[config.mk]
export PLATFORM = sky130hd
export DESIGN_NAME = ram_cmd_arbiter_flat
export DESIGN_NICKNAME = d
export VERILOG_FILES = /design/src/rtl/ram_cmd_arbiter_if.sv /design/src/rtl/ram_cmd_arbiter.sv /design/src/flat_wrapper.sv
export SDC_FILE = /design/constraint.sdc
export NUM_CORES = 1
export LEC_CHECK = 0
export CAP_MARGIN = 10
export CORE_ASPECT_RATIO = 0.8
export CORE_UTILIZATION = 33
export DETAILED_ROUTE_END_ITERATION = 10
export GPL_TIMING_DRIVEN = 0
export PLACE_DENSITY_LB_ADDON = 0.12
export SETUP_SLACK_MARGIN = 0.05
export SYNTH_ARGS = -nofsm -noshare
export SYNTH_HDL_FRONTEND = slang
export SYNTH_SLANG_ARGS = --single-unit
export TNS_END_PERCENT = 20
[constraint.sdc]
create_clock -name clk -period 4.32 [get_ports clk]
set_clock_uncertainty 0.15 [all_clocks]
set_input_delay 0.864 -clock clk [delete_from_list [all_inputs] [get_ports clk]]
set_output_delay 0.864 -clock clk [all_outputs]
set_load 0.1 [all_outputs]
[src/rtl/ram_cmd_arbiter_if.sv]
// Bundle of requester handshakes, read responses and the RAM command/data link
// shared by the arbiter (slave side) and its environment (master side).
interface ram_cmd_arbiter_if #(
  parameter int unsigned ADDR_SIZE = 8
) ();
  logic                 req0_valid;
  logic                 req0_ready;
  logic                 req0_wr;
  logic [ADDR_SIZE-1:0] req0_addr;
  logic [7:0]           req0_wdata;

  logic                 req1_valid;
  logic                 req1_ready;
  logic                 req1_wr;
  logic [ADDR_SIZE-1:0] req1_addr;
  logic [7:0]           req1_wdata;

  logic                 rsp0_valid;
  logic [7:0]           rsp0_data;
  logic                 rsp1_valid;
  logic [7:0]           rsp1_data;

  logic [9:0]           ram_din;
  logic                 ram_rx_valid;
  logic [7:0]           ram_dout;
  logic                 ram_tx_valid;

  modport slave (
    input  req0_valid, req0_wr, req0_addr, req0_wdata,
    input  req1_valid, req1_wr, req1_addr, req1_wdata,
    output req0_ready, req1_ready,
    output rsp0_valid, rsp0_data, rsp1_valid, rsp1_data,
    output ram_din, ram_rx_valid,
    input  ram_dout, ram_tx_valid
  );

  modport master (
    output req0_valid, req0_wr, req0_addr, req0_wdata,
    output req1_valid, req1_wr, req1_addr, req1_wdata,
    input  req0_ready, req1_ready,
    input  rsp0_valid, rsp0_data, rsp1_valid, rsp1_data,
    input  ram_din, ram_rx_valid,
    output ram_dout, ram_tx_valid
  );
endinterface

[src/rtl/ram_cmd_arbiter.sv]
// Round-robin arbiter serialising two requesters' word reads/writes into the RAM's
// 10-bit command stream, with optional elision of redundant address commands.
module ram_cmd_arbiter #(
  parameter int unsigned ADDR_SIZE  = 8,
  parameter int unsigned TIMEOUT    = 8,
  parameter bit          ADDR_ELIDE = 1'b1
) (
  input  logic            clk,
  input  logic            rst,
  ram_cmd_arbiter_if.slave bus,
  output logic            busy,
  output logic            timeout_err
);

  typedef enum logic [1:0] {StIdle, StAddr, StData, StWaitTx} state_e;

  state_e               state_q, state_d;
  logic                 wr_q, wr_d;
  logic [ADDR_SIZE-1:0] addr_q, addr_d;
  logic [7:0]           wdata_q, wdata_d;
  logic                 id_q, id_d;
  logic                 last_grant_q, last_grant_d;
  logic [7:0]           cnt_q, cnt_d;

  logic [ADDR_SIZE-1:0] wr_shadow_q, wr_shadow_d;
  logic [ADDR_SIZE-1:0] rd_shadow_q, rd_shadow_d;
  logic                 wr_shadow_vld_q, wr_shadow_vld_d;
  logic                 rd_shadow_vld_q, rd_shadow_vld_d;

  logic [9:0]           din_q, din_d;
  logic                 rx_valid_q, rx_valid_d;
  logic                 rsp0_valid_q, rsp0_valid_d;
  logic                 rsp1_valid_q, rsp1_valid_d;
  logic [7:0]           rsp0_data_q, rsp0_data_d;
  logic [7:0]           rsp1_data_q, rsp1_data_d;
  logic                 timeout_err_q, timeout_err_d;

  logic                 accept;
  logic                 grant;
  logic                 sel_wr;
  logic [ADDR_SIZE-1:0] sel_addr;
  logic [7:0]           sel_wdata;
  logic                 elide;

  // On a tie the requester that did not win last time is chosen.
  always_comb begin
    accept = 1'b0;
    grant  = 1'b0;
    if (state_q == StIdle && !rst) begin
      if (bus.req0_valid && bus.req1_valid) begin
        accept = 1'b1;
        grant  = ~last_grant_q;
      end else if (bus.req0_valid) begin
        accept = 1'b1;
        grant  = 1'b0;
      end else if (bus.req1_valid) begin
        accept = 1'b1;
        grant  = 1'b1;
      end
    end
  end

  assign bus.req0_ready = accept && !grant;
  assign bus.req1_ready = accept && grant;

  assign sel_wr    = grant ? bus.req1_wr    : bus.req0_wr;
  assign sel_addr  = grant ? bus.req1_addr  : bus.req0_addr;
  assign sel_wdata = grant ? bus.req1_wdata : bus.req0_wdata;

  always_comb begin
    elide = 1'b0;
    if (ADDR_ELIDE) begin
      if (sel_wr) begin
        elide = wr_shadow_vld_q && (wr_shadow_q == sel_addr);
      end else begin
        elide = rd_shadow_vld_q && (rd_shadow_q == sel_addr);
      end
    end
  end

  always_comb begin
    state_d         = state_q;
    wr_d            = wr_q;
    addr_d          = addr_q;
    wdata_d         = wdata_q;
    id_d            = id_q;
    last_grant_d    = last_grant_q;
    cnt_d           = cnt_q;
    wr_shadow_d     = wr_shadow_q;
    rd_shadow_d     = rd_shadow_q;
    wr_shadow_vld_d = wr_shadow_vld_q;
    rd_shadow_vld_d = rd_shadow_vld_q;
    rsp0_valid_d    = 1'b0;
    rsp1_valid_d    = 1'b0;
    rsp0_data_d     = rsp0_data_q;
    rsp1_data_d     = rsp1_data_q;
    timeout_err_d   = timeout_err_q;
    rx_valid_d      = 1'b0;
    din_d           = 10'h000;

    unique case (state_q)
      StIdle: begin
        if (accept) begin
          wr_d         = sel_wr;
          addr_d       = sel_addr;
          wdata_d      = sel_wdata;
          id_d         = grant;
          last_grant_d = grant;
          state_d      = elide ? StData : StAddr;
        end
      end
      StAddr: begin
        if (wr_q) begin
          wr_shadow_d     = addr_q;
          wr_shadow_vld_d = 1'b1;
        end else begin
          rd_shadow_d     = addr_q;
          rd_shadow_vld_d = 1'b1;
        end
        state_d = StData;
      end
      StData: begin
        if (wr_q) begin
          state_d = StIdle;
        end else begin
          cnt_d   = 8'd0;
          state_d = StWaitTx;
        end
      end
      StWaitTx: begin
        if (bus.ram_tx_valid || cnt_q == 8'(TIMEOUT - 1)) begin
          if (!bus.ram_tx_valid) begin
            timeout_err_d = 1'b1;
          end
          if (id_q) begin
            rsp1_valid_d = 1'b1;
            rsp1_data_d  = bus.ram_tx_valid ? bus.ram_dout : 8'h00;
          end else begin
            rsp0_valid_d = 1'b1;
            rsp0_data_d  = bus.ram_tx_valid ? bus.ram_dout : 8'h00;
          end
          state_d = StIdle;
        end else begin
          cnt_d = cnt_q + 8'd1;
        end
      end
    endcase

    // Command outputs are registered and take the value of the state being entered.
    unique case (state_d)
      StAddr: begin
        rx_valid_d = 1'b1;
        din_d      = {(wr_d ? 2'b00 : 2'b10), addr_d};
      end
      StData: begin
        rx_valid_d = 1'b1;
        din_d      = wr_d ? {2'b01, wdata_d} : {2'b11, 8'h00};
      end
      default: ;
    endcase
  end

  always_ff @(posedge clk) begin
    if (rst) begin
      state_q         <= StIdle;
      wr_q            <= 1'b0;
      addr_q          <= '0;
      wdata_q         <= 8'h00;
      id_q            <= 1'b0;
      last_grant_q    <= 1'b1;
      cnt_q           <= 8'd0;
      wr_shadow_q     <= '0;
      rd_shadow_q     <= '0;
      wr_shadow_vld_q <= 1'b0;
      rd_shadow_vld_q <= 1'b0;
      din_q           <= 10'h000;
      rx_valid_q      <= 1'b0;
      rsp0_valid_q    <= 1'b0;
      rsp1_valid_q    <= 1'b0;
      rsp0_data_q     <= 8'h00;
      rsp1_data_q     <= 8'h00;
      timeout_err_q   <= 1'b0;
    end else begin
      state_q         <= state_d;
      wr_q            <= wr_d;
      addr_q          <= addr_d;
      wdata_q         <= wdata_d;
      id_q            <= id_d;
      last_grant_q    <= last_grant_d;
      cnt_q           <= cnt_d;
      wr_shadow_q     <= wr_shadow_d;
      rd_shadow_q     <= rd_shadow_d;
      wr_shadow_vld_q <= wr_shadow_vld_d;
      rd_shadow_vld_q <= rd_shadow_vld_d;
      din_q           <= din_d;
      rx_valid_q      <= rx_valid_d;
      rsp0_valid_q    <= rsp0_valid_d;
      rsp1_valid_q    <= rsp1_valid_d;
      rsp0_data_q     <= rsp0_data_d;
      rsp1_data_q     <= rsp1_data_d;
      timeout_err_q   <= timeout_err_d;
    end
  end

  assign bus.ram_din      = din_q;
  assign bus.ram_rx_valid = rx_valid_q;
  assign bus.rsp0_valid   = rsp0_valid_q;
  assign bus.rsp0_data    = rsp0_data_q;
  assign bus.rsp1_valid   = rsp1_valid_q;
  assign bus.rsp1_data    = rsp1_data_q;
  assign busy             = (state_q != StIdle);
  assign timeout_err      = timeout_err_q;

endmodule

[src/flat_wrapper.sv]
// flat-port wrapper written by rule: the top's interface ports become plain ports
module ram_cmd_arbiter_flat 
#(
  parameter int unsigned ADDR_SIZE  = 8,
  parameter int unsigned TIMEOUT    = 8,
  parameter bit          ADDR_ELIDE = 1'b1
)
  (clk, rst, busy, timeout_err, bus_req0_valid, bus_req0_wr, bus_req0_addr, bus_req0_wdata, bus_req1_valid, bus_req1_wr, bus_req1_addr, bus_req1_wdata, bus_req0_ready, bus_req1_ready, bus_rsp0_valid, bus_rsp0_data, bus_rsp1_valid, bus_rsp1_data, bus_ram_din, bus_ram_rx_valid, bus_ram_dout, bus_ram_tx_valid);
  ram_cmd_arbiter_if #(.ADDR_SIZE(ADDR_SIZE)) bus_i ();
  input  logic clk;
  input  logic rst;
  output logic busy;
  output logic timeout_err;
  input wire logic [$bits(bus_i.req0_valid)-1:0] bus_req0_valid;
  input wire logic [$bits(bus_i.req0_wr)-1:0] bus_req0_wr;
  input wire logic [$bits(bus_i.req0_addr)-1:0] bus_req0_addr;
  input wire logic [$bits(bus_i.req0_wdata)-1:0] bus_req0_wdata;
  input wire logic [$bits(bus_i.req1_valid)-1:0] bus_req1_valid;
  input wire logic [$bits(bus_i.req1_wr)-1:0] bus_req1_wr;
  input wire logic [$bits(bus_i.req1_addr)-1:0] bus_req1_addr;
  input wire logic [$bits(bus_i.req1_wdata)-1:0] bus_req1_wdata;
  output wire logic [$bits(bus_i.req0_ready)-1:0] bus_req0_ready;
  output wire logic [$bits(bus_i.req1_ready)-1:0] bus_req1_ready;
  output wire logic [$bits(bus_i.rsp0_valid)-1:0] bus_rsp0_valid;
  output wire logic [$bits(bus_i.rsp0_data)-1:0] bus_rsp0_data;
  output wire logic [$bits(bus_i.rsp1_valid)-1:0] bus_rsp1_valid;
  output wire logic [$bits(bus_i.rsp1_data)-1:0] bus_rsp1_data;
  output wire logic [$bits(bus_i.ram_din)-1:0] bus_ram_din;
  output wire logic [$bits(bus_i.ram_rx_valid)-1:0] bus_ram_rx_valid;
  input wire logic [$bits(bus_i.ram_dout)-1:0] bus_ram_dout;
  input wire logic [$bits(bus_i.ram_tx_valid)-1:0] bus_ram_tx_valid;
  assign bus_i.req0_valid = bus_req0_valid;
  assign bus_i.req0_wr = bus_req0_wr;
  assign bus_i.req0_addr = bus_req0_addr;
  assign bus_i.req0_wdata = bus_req0_wdata;
  assign bus_i.req1_valid = bus_req1_valid;
  assign bus_i.req1_wr = bus_req1_wr;
  assign bus_i.req1_addr = bus_req1_addr;
  assign bus_i.req1_wdata = bus_req1_wdata;
  assign bus_req0_ready = bus_i.req0_ready;
  assign bus_req1_ready = bus_i.req1_ready;
  assign bus_rsp0_valid = bus_i.rsp0_valid;
  assign bus_rsp0_data = bus_i.rsp0_data;
  assign bus_rsp1_valid = bus_i.rsp1_valid;
  assign bus_rsp1_data = bus_i.rsp1_data;
  assign bus_ram_din = bus_i.ram_din;
  assign bus_ram_rx_valid = bus_i.ram_rx_valid;
  assign bus_i.ram_dout = bus_ram_dout;
  assign bus_i.ram_tx_valid = bus_ram_tx_valid;
  ram_cmd_arbiter #(.ADDR_SIZE(ADDR_SIZE), .TIMEOUT(TIMEOUT), .ADDR_ELIDE(ADDR_ELIDE)) u_core (.clk(clk), .rst(rst), .bus(bus_i), .busy(busy), .timeout_err(timeout_err));
endmodule
* Yosys cells after proc, flatten, opt, wreduce, memory -nomap -nowiden
Cells that the tools add are included.
** Storage, ports and cells
- Output and inout port bits :: 33
- Logic and storage cells :: 88
- Register bits :: 77
** Operators by class
- Bitwise operators :: 6
- Add/sub/neg operators :: 1
- Reductions and logical operators :: 21
- Equal/unequal tests :: 10
- Multiplexer cells :: 32
** Operator list (number)
- two-way mux 8 bit :: 9
- case mux 10 bit (2 select lines) :: 1
- equality test 8 bit :: 2
- case mux 8 bit (2 select lines) :: 1
- two-way mux 1 bit :: 14
- AND reduction 3 bit :: 4
- two-way mux 10 bit :: 1
- two-way mux 2 bit :: 5
- adder 8 x 1 -> 8 bit, second input constant :: 1
- equality test 8 x 3 -> 1 bit, second input constant :: 1
- case mux 2 bit (4 select lines) :: 1
- equality test 2 bit, second input constant :: 3
- logical AND 1 bit :: 6
- inverter 1 bit :: 6
- AND reduction 2 bit :: 3
- equality test 2 x 1 -> 1 bit, second input constant :: 2
- inequality test 2 bit, second input constant :: 2
- nonzero test 2 bit :: 2
- OR reduction 3 bit :: 1
- logical NOT 1 bit :: 2
- logical NOT 2 bit :: 1
- OR reduction 2 bit :: 1
- logical OR 1 bit :: 1

* Longest topological paths before layout
- Depth in word-level cells :: 14
- Mapped depth :: 14
- Depth with buffers taken out :: 12

* Least setup slack after synthesis
OpenSTA, ideal clock, no wires.
- Path kind :: input -> output
- Start :: input rst
- End :: output bus_req0_ready
- Data required time :: 3.306 ns
- Buffers on the path :: 2
- Stages :: 5
- Arrival :: 2.921 ns
- Slack :: 0.385 ns
- Cells stage by stage :: buf_2 > nor3_4 > nand2_1 > clkbuf_1 > nor2_1
** On the way
- Cells in the longest elaborated chain, start to end :: 5
- Elaborated cells between the ends (all ways) :: 6
- Classes of those cells :: mux: 2; reduce/logical: 4
** Ends and longest elaborated chain
- start: declaration :: line flat_wrapper.sv:11 : input logic rst;
- logical NOT 1 bit (*) :: line ram_cmd_arbiter.sv:49 : if (state_q == StIdle && !rst) begin
- logical AND 1 bit (*) :: line ram_cmd_arbiter.sv:49
- two-way mux 1 bit :: line ram_cmd_arbiter.sv:49
- logical NOT 1 bit :: line ram_cmd_arbiter.sv:63 : assign bus.req0_ready = accept && !grant;
- logical AND 1 bit (*) :: line ram_cmd_arbiter.sv:63
- end: declaration :: line flat_wrapper.sv:22 : output wire logic [$bits(bus_i.req0_ready)-1:0] bus_req0_ready;
Mark *: on every way between the ends. The rest lies on a longest branch, timed or not.

* Final worst setup path
Same ends and word-level chain as after synthesis.

==> run summary <==
======================================================================================================
Run status                                                                                   completed
Area growth syn-to-layout                                                                        35.1%
Combinational Power Share                                                                        26.4%
Type of the setup path with the least slack                                               input port to output port
Multi-input gate area                                                                         1950 um2
EDFF count, synth                                                                                    0
Clk sink count                                                                                      77
Horiz. Die Dim                                                                                  120 um
Total CTS buffers                                                                                    9
Maximum number of pins on one net before global-route repair                                        14
Simple-gate portion of the synthesized area                                                      24.8%
Largest fanout of any net on the critical path                                                      10
Cells after Synth                                                                                  432
Setup repair after global routing missed its margin                                               true
Detail Placement HPWL                                                                          8080 um
Port-buffer cells                                                                                   78
Cell variety after synth                                                                            62
Final critical delay including setup and external delays                                       4.16 ns
Final worst path period share                                                                    96.3%
Antenna Violating Nets Remaining                                                                     0
Post-Place Setup Slack                                                                       -0.357 ns
Most numerous cell in the Yosys netlist                                                        dfxtp_1
Summed instance area of the synthesized netlist                                               3660 um2
Number of global-route vias before repair                                                         3134
Synthesized net count                                                                              483
Data required time at the worst endpoint                                                       3.31 ns
Share of post-route cells with drive strength above 1                                            10.0%
Portion of netlist area occupied by mux cells                                                    4.41%
Clock tree root buffer cell                                                                  clkbuf_16
Count of filler cells inserted in the layout                                                      1059
Highest cell delay on the worst timing path                                                    0.56 ns
First-pass GRT wire length                                                                    16600 um
Worst Slack Setup Final                                                                       0.159 ns
Compound-gate portion of the synthesized area                                                    18.8%
Sequential cell area                                                                          1540 um2
Async SR Flop Fraction                                                                              0%
Int Pwr                                                                                        1.33 mW
Switching portion of total power                                                                 33.4%
XOR/XNOR Fraction of Synth Area                                                                  3.35%
Placement Rows                                                                                      33
Slew HR                                                                                          34.4%
Die Span Y                                                                                     96.2 um
Number of hold-repair buffers added at the cts stage                                                 0
Cell types with the highest counts after synthesis                                        77 x dfxtp_1, 59 x nor2_1, 38 x nand2_1, 34 x nor2b_1
Leading post-synthesis cells by cell area                                                 dfxtp_1 42%, nor2_1 6.1%, nor2b_1 5.8%, mux2i_1 4.1%, nand2_1 3.9%
FF+latch count, synth                                                                               77
Setup violation total in the final timing report                                                     0
Total die area                                                                               11500 um2
Post-Route WL                                                                                 10600 um
Fraction of power consumed by sequential logic                                                   39.6%
Clock power frac                                                                                 34.0%
Achievable Freq                                                                              0.240 GHz
Transition time at the pin with the least slew margin                                         0.980 ns
DR vias/cell                                                                                      5.09
Slowest cell on crit path                                                                 clkdlybuf4s15_2
Worst Hold Slack                                                                              0.310 ns
Number of remaining DRC errors                                                                       0
Adder and majority cell fraction of the synthesized area                                         1.37%
Area fraction of the dominant cell type after synthesis                                          42.1%
Effective utilization at floorplan                                                               34.8%
Leading register cell type out of synthesis                                                    dfxtp_1
Skew-Pair Late Insertion Delay                                                                 0.33 ns
Kind of start point of the critical path                                                    input port
Ant. Diodes                                                                                          0
HP Class                                                                                  flop to flop
Power per standard cell area                                                                403 nW/um2
Share of the yosys chip area belonging to registers                                              42.1%
Maximum vdd drop                                                                              0.208 mV
Global routing usage summed across all routing layers                                            19.1%
Arrival time of data at the critical path endpoint                                             3.15 ns
Clock tree from TritonCTS                                                                          yes
Number of optimization iterations in the first detailed-route pass                                   5
Clk buf depth                                                                                        2
Clock transition at the register clock pins on the worst setup and hold paths after CTS        0.06 ns
Main combinational cell family by area after synthesis                                    simple AND/OR/NAND/NOR gates
Count of synthesis-stage warnings from yosys                                                         0
Critical Path Most Common Cell                                                                   buf_4
Initial antenna violation count                                                                      0
Mean Syn Cell Area                                                                            8.47 um2
P_sw                                                                                            665 uW
IO Pins                                                                                             80
Total congestion overflow                                                                            0
Largest area contributor in the synthesized netlist                                            dfxtp_1
Detailed-route wire length per cell                                                            15.9 um
Final Hold Viols                                                                                     0
Number of H-tree levels                                                                              3
Max_cap viols                                                                                        0
CP Cell Sequence                                                                          clkdlybuf4s50_1 > buf_2 > nor3_4 > buf_4 > buf_4 > nand2_1 > clkbuf_1 > nor2_1 > clkdlybuf4s15_2
Core outline area                                                                            10500 um2
Via count of the routed design                                                                    3411
Summed negative setup slack over all endpoints                                                    0 ns
Pins Over Slew Limit                                                                                 0
Placer Congestion                                                                                0.909
CP Capture Type                                                                            output port
Static power due to leakage                                                                    1.90 nW
Number of nets at the end of the flow                                                              576
Number of design-rule violations left by the first detailed-router iteration                       268
======================================================================================================
## final timing paths
kind | start | to | slack (ns) | cells after the start
min reg2reg | u_core.bus.rsp1_data[7]$_SDFFE_PP0P_ | u_core.bus.rsp1_data[7]$_SDFFE_PP0P_ | 0.31 | 2
max | rst | bus_req0_ready | 0.16 | 9
min | u_core.bus.rsp1_data[7]$_SDFFE_PP0P_ | u_core.bus.rsp1_data[7]$_SDFFE_PP0P_ | 0.31 | 2
max reg2reg | u_core.state_q[0]$_SDFF_PP0_ | u_core.bus.ram_din[9]$_SDFF_PP0_ | 1.14 | 12
## layout make-up
type                            count  area share, %
Clock buffer                       10           4.63
Multi-Input combinational cell    312           39.4
Sequential cell                    77           31.2
Clock inverter                      6          0.810
Tap cell                          140           3.54
Inverter                           17           1.32
Buffer                             25           2.56
Timing Repair Buffer               83           16.6
## cell usage in the layout, fill, tap and decap left out, drive strengths merged, types with 4 or more instances in the layout
cell type,instances
clkdlybuf4s50,76
nand4,15
buf,13
a21o,4
nand2,39
clkbuf,27
o22ai,9
xnor2,4
and2b,4
nor2,59
nor3,7
nor2b,34
clkinv,6
xor2,10
dfxtp,77
o21ai,17
mux2i,15
a21oi,17
and2,4
a22oi,9
a31oi,17
nand2b,4
nand3,6
inv,16
ha,4
## layer usage
metal | up-vias | GRT usage [%] | wire, um
met5 | - | 0 | 0
met1 | 1592 | 27.2 | 5460
met3 | 7 | 4.80 | 696
met4 | 0 | 5.42 | 74
met2 | 115 | 28.1 | 4410
li1 | 1697 | - | -
## state kept, by name, summed over array words and instances, names as in the netlist
signal                   count
u_core.id_q                  1
u_core.state_q               2
u_core.addr_q                8
u_core.cnt_q                 8
u_core.rd_shadow_q           8
u_core.wr_shadow_vld_q       1
u_core.bus.ram_rx_valid      1
u_core.bus.rsp0_valid        1
u_core.bus.rsp1_data         8
u_core.wr_q                  1
u_core.timeout_err           1
u_core.wr_shadow_q           8
u_core.bus.ram_din          10
u_core.last_grant_q          1
u_core.rd_shadow_vld_q       1
u_core.bus.rsp0_data         8
u_core.wdata_q               8
u_core.bus.rsp1_valid        1
## metrics by stage
stage | util [%] | std cells | power, mW | cell area, um2
2_1_floorplan | - | 432 | 1.14 | 3660
3_5_place_dp | 43.8 | 650 | 1.31 | 4620
5_1_grt | 47.0 | 670 | 2.08 | 4940
3_3_place_gp | 43.8 | 650 | 1.31 | 4620
4_1_cts | 46.5 | 666 | 1.99 | 4890
6_report | 47.0 | 670 | 1.99 | 4940
## repair_timing
item	CTS	global route
setup endpoints to repair	3	10
resized for setup	7	9
setup buffers	0	5
cloned	0	0
pin swaps	0	1
## power by group through the flow
stage	registers [mW]	clock network (mW)	logic [mW]
2_1_floorplan	0.879	0	0.264
3_3_place_gp	0.802	0	0.507
3_5_place_dp	0.802	0	0.510
4_1_cts	0.787	0.695	0.512
5_1_grt	0.793	0.722	0.566
6_report	0.789	0.677	0.526
## worst max-delay path: cells and delay by family
family	cells	cell delay [ns]
buffers and inverters	6	1.73
AND/OR/NAND/NOR	3	0.54
## kinds of logic (layout without fill, tap and decap cells)
| kind of cell | count (synthesis) | count (layout) |
|---|---|---|
| and+or+nand+nor | 181 | 181 |
| AOI/OAI and AO/OA | 97 | 97 |
| DFF | 77 | 77 |
| buffers and inverters | 43 | 141 |
| muxes | 16 | 16 |
| xor gates and xnor gates | 14 | 14 |
| adders and majority gates | 4 | 4 |
Note: power is estimated with default switching activity, not from simulation.
